File: config.mk
export PLATFORM = sky130hd
export DESIGN_NAME = sram_vga_arbiter
export DESIGN_NICKNAME = d
export VERILOG_FILES = /design/src/rtl/sram_vga_arbiter.sv
export SDC_FILE = /design/constraint.sdc
export NUM_CORES = 1
export LEC_CHECK = 0
export BUFFER_PORTS_ARGS = -buffer_cell sky130_fd_sc_hd__clkbuf_2
export CAP_MARGIN = 20
export CORE_AREA = 2 2 103 105
export CTS_CLUSTER_SIZE = 8
export DETAILED_ROUTE_END_ITERATION = 12
export DIE_AREA = 0 0 105 107
export HOLD_SLACK_MARGIN = 0.08
export PLACE_DENSITY = 0.63
export REMOVE_ABC_BUFFERS = 1
export SLEW_MARGIN = 20
export SYNTH_ARGS = -nofsm -noshare
export SYNTH_HDL_FRONTEND = slang
export SYNTH_SLANG_ARGS = --single-unit
File: constraint.sdc
create_clock -name clk -period 2.8 [get_ports clk]
set_clock_uncertainty 0.2 [all_clocks]
set_input_delay 0.56 -clock clk [delete_from_list [all_inputs] [get_ports clk]]
set_output_delay 0.56 -clock clk [all_outputs]
set_load 0.02 [all_outputs]
File: src/rtl/sram_vga_arbiter.sv
// sram_vga_arbiter: shares the single SRAM port between the framebuffer copy
// stream (buffered writes) and the VGA pixel fetch (reads, always win).
// Ports: cp_* copy write stream (valid/ready), copy_window gates writes,
//   copy_end pulses when the last-marked word is written; dp_* display reads
//   with RD_LAT-cycle return; sram_* registered SRAM command/data; fifo_level
//   reports copy buffer occupancy.
module sram_vga_arbiter #(
  parameter int ADDR_W     = 8,
  parameter int DATA_W     = 8,
  parameter int FIFO_DEPTH = 4,
  parameter int RD_LAT     = 2
) (
  input  logic                          clk,
  input  logic                          reset,
  input  logic                          cp_valid,
  input  logic [ADDR_W-1:0]             cp_addr,
  input  logic [DATA_W-1:0]             cp_data,
  input  logic                          cp_last,
  output logic                          cp_ready,
  input  logic                          copy_window,
  output logic                          copy_end,
  input  logic                          dp_req,
  input  logic [ADDR_W-1:0]             dp_addr,
  output logic                          dp_valid,
  output logic [DATA_W-1:0]             dp_data,
  output logic                          sram_write,
  output logic                          sram_read,
  output logic [ADDR_W-1:0]             sram_addr,
  output logic [DATA_W-1:0]             sram_wr_data,
  input  logic [DATA_W-1:0]             sram_rd_data,
  output logic [$clog2(FIFO_DEPTH):0]   fifo_level
);

  localparam int PTR_W = $clog2(FIFO_DEPTH);
  localparam int LVL_W = PTR_W + 1;

  typedef enum logic [1:0] {IDLE, READ, WRITE, TURN} state_t;

  state_t state, state_nxt;

  // Copy write buffer
  logic [ADDR_W-1:0] fifo_addr [FIFO_DEPTH];
  logic [DATA_W-1:0] fifo_data [FIFO_DEPTH];
  logic [FIFO_DEPTH-1:0] fifo_last;
  logic [PTR_W-1:0] wr_ptr, rd_ptr;
  logic [LVL_W-1:0] level;

  logic push, pop, eligible;

  // Read return tracking: bit i set means a read issued i+1 cycles ago
  logic [RD_LAT-1:0] rd_pipe;
  logic [DATA_W-1:0] dp_hold;

  assign cp_ready   = (level != LVL_W'(FIFO_DEPTH));
  assign push       = cp_valid & cp_ready;
  assign fifo_level = level;

  // Buffered words only drain inside the copy window
  assign eligible = (level != '0) && copy_window;

  always_comb begin
    state_nxt = IDLE;
    pop       = 1'b0;
    if (dp_req) begin
      state_nxt = READ;
    end else if (eligible && state != READ) begin
      state_nxt = WRITE;
      pop       = 1'b1;
    end else if (eligible) begin
      // Coming out of a read: one dead cycle before driving write data
      state_nxt = TURN;
    end
  end

  // Storage needs no reset; only pointers and level define contents
  always_ff @(posedge clk) begin
    if (push) begin
      fifo_addr[wr_ptr] <= cp_addr;
      fifo_data[wr_ptr] <= cp_data;
      fifo_last[wr_ptr] <= cp_last;
    end
  end

  always_ff @(posedge clk) begin
    if (reset) begin
      wr_ptr <= '0;
      rd_ptr <= '0;
      level  <= '0;
    end else begin
      if (push) wr_ptr <= wr_ptr + PTR_W'(1);
      if (pop)  rd_ptr <= rd_ptr + PTR_W'(1);
      case ({push, pop})
        2'b10:   level <= level + LVL_W'(1);
        2'b01:   level <= level - LVL_W'(1);
        default: level <= level;
      endcase
    end
  end

  always_ff @(posedge clk) begin
    if (reset) begin
      state        <= IDLE;
      sram_read    <= 1'b0;
      sram_write   <= 1'b0;
      sram_addr    <= '0;
      sram_wr_data <= '0;
      copy_end     <= 1'b0;
    end else begin
      state      <= state_nxt;
      sram_read  <= (state_nxt == READ);
      sram_write <= pop;
      copy_end   <= pop & fifo_last[rd_ptr];
      if (dp_req) begin
        sram_addr <= dp_addr;
      end else if (pop) begin
        sram_addr    <= fifo_addr[rd_ptr];
        sram_wr_data <= fifo_data[rd_ptr];
      end
    end
  end

  always_ff @(posedge clk) begin
    if (reset) begin
      rd_pipe <= '0;
      dp_hold <= '0;
    end else begin
      rd_pipe <= (rd_pipe << 1) | RD_LAT'(sram_read);
      if (dp_valid) dp_hold <= sram_rd_data;
    end
  end

  // Returned data is passed through in its valid cycle, held otherwise
  assign dp_valid = rd_pipe[RD_LAT-1];
  assign dp_data  = dp_valid ? sram_rd_data : dp_hold;

endmodule

After elaboration in Yosys (flattened, before gate mapping)
Memory sizes are Yosys's and may differ from the RTL's. A register that Yosys moved wholly into a read port is not among the register bits.
Cells that the tools add are included.
{"block": "word_totals", "reg_bits": 34, "ram_bits": 64, "input_bits": 38, "out_inout_bits": 32, "word_cells": 54, "n_memories": 2}
{"block": "op_classes", "addsub": 4, "n_lt_le_gt_ge": 3, "eq_ne": 5, "n_mux": 18, "n_bitwise": 4, "n_reduce_logical": 7}
{"name": "fifo_addr", "depth": 4, "width": 8, "read_ports": 1, "rd_clocked_by_memory_dff": 1, "write_ports": 1, "line": "42", "source": "logic [ADDR_W-1:0] fifo_addr [FIFO_DEPTH];"}
{"name": "fifo_data", "depth": 4, "width": 8, "read_ports": 1, "rd_clocked_by_memory_dff": 1, "write_ports": 1, "line": "43", "source": "logic [DATA_W-1:0] fifo_data [FIFO_DEPTH];"}
{"operator": "$mux 8", "count": 3}
{"operator": "$mux 2", "count": 5}
{"operator": "$lt 2x3->1 const B", "count": 2}
{"operator": "$mux 1", "count": 6}
{"operator": "$pmux 3 s2", "count": 1}
{"operator": "$add 2x1->2 const B", "count": 2}
{"operator": "$bwmux 4", "count": 1}
{"operator": "$eq 2x1->1 const B", "count": 2}
{"operator": "$reduce_bool 2->1", "count": 2}
{"operator": "$add 3x1->3 const B", "count": 1}
{"operator": "$logic_and 1x1->1", "count": 3}
{"operator": "$ne 3x3->1 const B", "count": 1}
{"operator": "$reduce_bool 3->1", "count": 1}
{"operator": "$sub 3x1->3 const B", "count": 1}
{"operator": "$and 1x1->1", "count": 2}
{"operator": "$bmux 1 s2", "count": 1}
{"operator": "$demux 1 s2", "count": 1}
{"operator": "$eq 2x2->1 const B", "count": 1}
{"operator": "$ge 2x1->1 const B", "count": 1}
{"operator": "$ne 2x1->1 const B", "count": 1}
{"operator": "$or 2x1->2", "count": 1}
{"operator": "$reduce_and 2->1", "count": 1}
{"operator": "$not 1->1", "count": 1}

Depth between registers and ports, before layout
{"block": "depth", "ltp_word": 7, "ltp_mapped": 8, "mapped_depth_nobuf": 7}

Least setup slack after synthesis
OpenSTA, ideal clock, no wires.
{"block": "synth_path", "kind": "register to register", "startpoint": "reg level[0], in the netlist fifo_level[0]", "endpoint": "reg level[2], in the netlist fifo_level[2]", "arrival_time_ns": 2.105, "setup_slack_ns": 0.425, "stages_incl_launch_ff": 9, "path_buffers": 1, "synth_period_minus_slack_ns": 2.375, "cell_sequence": "dfxtp_1 or3b_1 buf_6 nand2_1 ha_1 fa_1 xnor2_1 or3_1 a21oi_1"}
{"item": "start, declared", "line": "46", "source": "logic [LVL_W-1:0] level;"}
{"item": "start signal, assigned", "line": "93", "source": "2'b10: level <= level + LVL_W'(1);"}
{"item": "start signal, assigned", "line": "94", "source": "2'b01: level <= level - LVL_W'(1);"}
{"item": "start signal, assigned", "line": "95", "source": "default: level <= level;"}
{"item": "$ne 3x3->1 *", "line": "54", "source": "assign cp_ready = (level != LVL_W'(FIFO_DEPTH));"}
{"item": "via cp_ready", "line": "19", "source": "output logic cp_ready,"}
{"item": "$and 1x1->1 *", "line": "55", "source": "assign push = cp_valid & cp_ready;"}
{"item": "$eq 2x1->1 / $eq 2x2->1 (equally long branches)", "line": "92", "source": "case ({push, pop})"}
{"item": "$pmux 3 s2 / $reduce_bool 2->1 (equally long branches)"}
Mark *: on every way through the listed nets, which the timed path passes. The rest lies on a longest branch.
A chain may end at the register's enable or synchronous reset.

Final worst setup path
{"block": "layout_path", "startpoint": "reg level[0], in the netlist fifo_level[0]", "endpoint": "reg level[2], in the netlist fifo_level[2]"}
{"block": "layout_between", "elab_chain_len": 7}
{"item": "$reduce_bool 3->1", "line": "59", "source": "assign eligible = (level != '0) && copy_window;"}
{"item": "$logic_and 1x1->1", "line": "59"}
{"item": "$logic_and 1x1->1", "line": "66", "source": "end else if (eligible && state != READ) begin"}
{"item": "$mux 1", "line": "66"}
{"item": "$mux 1", "line": "64", "source": "if (dp_req) begin"}
{"item": "$eq 2x1->1 / $eq 2x2->1 (equally long branches)", "line": "92"}
{"item": "$pmux 3 s2 / $reduce_bool 2->1 (equally long branches)"}
Parallel ways exist; a longest one is shown, timed or not.

==> flow_summary.json <==
{
  "finalHoldViolations": 0,
  "reg2reg_from": "fifo_level[0]",
  "holdCritStartpoint": "cp_data[1]",
  "min_path_type": "in2reg",
  "r2r_end": "fifo_level[2]",
  "drc_errors": 0,
  "mostFrequentLayoutCells": "clkbuf_2, edfxtp_1, dfxtp_1",
  "core_um2": 10100,
  "num_rows": 37,
  "initial_core_util": 0.408,
  "maxCapViolCount": 0,
  "post-route-util": 0.477,
  "crit_arrival_ns": 2.53,
  "io_pins": 70,
  "antenna_found_initial": 0,
  "ctsLongestPathBuffers": 2,
  "busiest_layer": "met2",
  "dp.cells": 452,
  "outcome": "finished, final reports clean",
  "vias": 2369,
  "synth_top_area_share": 0.495,
  "n_antenna_cell": 0,
  "cp.required_ns": 2.90,
  "viasPerCell": 5.03,
  "slew_headroom": 0.513,
  "setup_viol": 0,
  "cp-start-kind": "flip-flop",
  "grt_pass1_vias": 2374,
  "overflow": 0,
  "fin_crit_sh": 0.871,
  "critPathCapture": "fifo_level[2]",
  "fin_tns_setup_ns": 0,
  "routed_wl_mm": 7.70,
  "max_stage_delay_ns": 0.51,
  "use_met1": 0.180,
  "power_density_nw_per_um2": 647,
  "synthTopCellsByArea": "edfxtp_1, dfxtp_1, mux4_2, mux2_2, a311oi_1",
  "ant_nets": 0,
  "cts_root_buffer": "clkbuf_8",
  "p_leak_uw": 0.00176,
  "first_iter_violations": 129,
  "drive_above_1_share": 0.367,
  "yosysUniqueCellTypes": 41,
  "gr-usage-met2": 0.247,
  "path_cells": "or3b_1 > nand2_1 > ha_1 > fa_1 > xnor2_1 > or3_1 > a21oi_1",
  "crit_family": "simple AND/OR/NAND/NOR gates",
  "final_common_cell": "clkbuf_2",
  "die_x_um": 105,
  "placed_area_um2": 4610,
  "dieArea_um2": 11200,
  "crit_cells": 7,
  "port_buffers": 69,
  "grt_setup_unrepaired": "false",
  "place.gp.congestion": 0.733,
  "tightest_slew_ns": 0.730,
  "crit_path_start": "fifo_level[0]",
  "cts.htree.levels": 3,
  "synth.yosys.seq_area_share": 0.690,
  "worstSetupPathType": "reg2reg",
  "power_uw": 3110,
  "clkSlewWorstSetupHoldPaths_ns": 0.09,
  "worstPathBufferInverterCount": 0,
  "grt.total_usage": 0.145,
  "die_h_um": 107,
  "grt_max_degree": 21,
  "syn_to_final_growth_pct": 16.8,
  "ys_ff_latch": 108,
  "clock_sinks": 108,
  "slowest_stage": "dfxtp_1",
  "syn_avg_cell_area_um2": 16.2,
  "slew_viol_final": 0,
  "numCtsBuffers": 9,
  "wl_per_cell_um": 16.3,
  "clk_latency_ns": 0.36,
  "synthesis.area_um2": 4120,
  "dr.pass1.iters": 4,
  "grt_use_met3": 0.0322,
  "rr_worst_depth": 7,
  "yosys.area.top_type": "edfxtp_1",
  "grt_pass1_wl_mm": 12.2,
  "fin_nets": 374,
  "synthCells": 255,
  "vdd_ir_drop_max_mv": 0.269,
  "reg2reg_slack_ns": 0.36,
  "stdcell_count": 471,
  "period_needed_ns": 2.44,
  "hpwlAfterDp_mm": 5.14,
  "setup.worst_path.end_class": "flip-flop",
  "clock.fmax_mhz": 410,
  "yosysWarningCount": 0,
  "cts_tree": "built",
  "fin_area_um2": 4810,
  "cp_max_fo": 10
}
[worst reg2reg max path: cells and delay by family (launching register included)]
kind	cells	cell delay [ns]
xor gates and xnor gates	1	0.14
adders and majority gates	2	0.63
DFF	1	0.51
and+or+nand+nor	3	0.76
AOI/OAI and AO/OA	1	0.14
[cells in the mapped netlist, drive strengths merged]
library cell,n
dfxtp,40
nor4,1
nand3,10
o2bb2ai,8
or4,1
nand2,9
ha,5
nor3,2
clkinv,1
clkbuf,8
and2,9
xor2,1
a311oi,8
nand4,1
mux4,17
buf,8
nand2b,1
or3,1
and3,4
a21oi,5
o31a,1
inv,3
mux2,9
a21o,2
edfxtp,68
o21ai,9
or3b,1
nor2,12
nor2b,4
fa,1
a31o,1
o31ai,2
mux2i,1
xnor2,1
[timing repair]
action / CTS / global route
hold buffers: 0 / 0
setup buffers: 0 / 3
endpoints found under the setup margin: 0 / 1
gates resized for setup: 0 / 0
[final cells by class]
| cell class | count | area [µm²] |
|---|---|---|
| Tap cell | 136 | 170 |
| Timing Repair Buffer | 80 | 428 |
| Inverter | 4 | 15.0 |
| Multi-Input combinational cell | 127 | 1170 |
| Fill cell | 917 | 5280 |
| Clock buffer | 11 | 131 |
| Sequential cell | 108 | 2840 |
| Clock inverter | 5 | 52.6 |
[kinds of logic (layout without fill, tap and decap cells)]
logic type,count (synthesis),in the layout,share of synthesized area
AOI/OAI and AO/OA,36,36,0.0659
buffers and inverters,20,100,0.0258
xor gates and xnor gates,2,2,0.00425
DFF,108,108,0.690
muxes,27,27,0.120
and+or+nand+nor,56,56,0.0744
adders and majority gates,6,6,0.0200
[state kept, by name, indices dropped and copies added (netlist names), 2 cells and up, named ones only]
signal,cells
rd_ptr,2
wr_ptr,2
fifo_last,4
state,2
fifo_addr,32
fifo_data,32
dp_hold,8
rd_pipe,2
sram_wr_data,8
sram_addr,8
fifo_level,3
[routing by layer]
metal,routed length [µm],vias up,share of wire
li1,-,1126,-
met1,3350,1172,0.44
met2,3860,61,0.50
met3,357,10,0.046
met4,132,0,0.017
met5,0,-,0
[where the power goes]
part | switching (µW) | total, µW | internal (µW)
clock | 478 | 888 | 409
sequential | 58.9 | 1840 | 1780
combinational | 218 | 386 | 168
[how the worst min path moves through the flow]
| stage | to | slack [ns] | cells after the start |
|---|---|---|---|
| after floorplan | rd_pipe[1] | 0.21 | 1 |
| after global placement | rd_pipe[1] | 0.23 | 1 |
| after detailed placement | rd_pipe[1] | 0.25 | 1 |
| after CTS | fifo_data[3][1] | 0.20 | 1 |
| after global routing | fifo_data[1][1] | 0.21 | 1 |
| final | fifo_data[1][1] | 0.21 | 1 |
[stage by stage]
stage | hold slack (ns) | setup slack (ns)
floorplan | 0.214 | 0.241
global route | 0.206 | 0.164
finish | 0.214 | 0.362
CTS | 0.199 | 0.150
detailed placement | 0.254 | 0.187
global placement | 0.228 | 0.206
(Power assumes the default switching activity.)
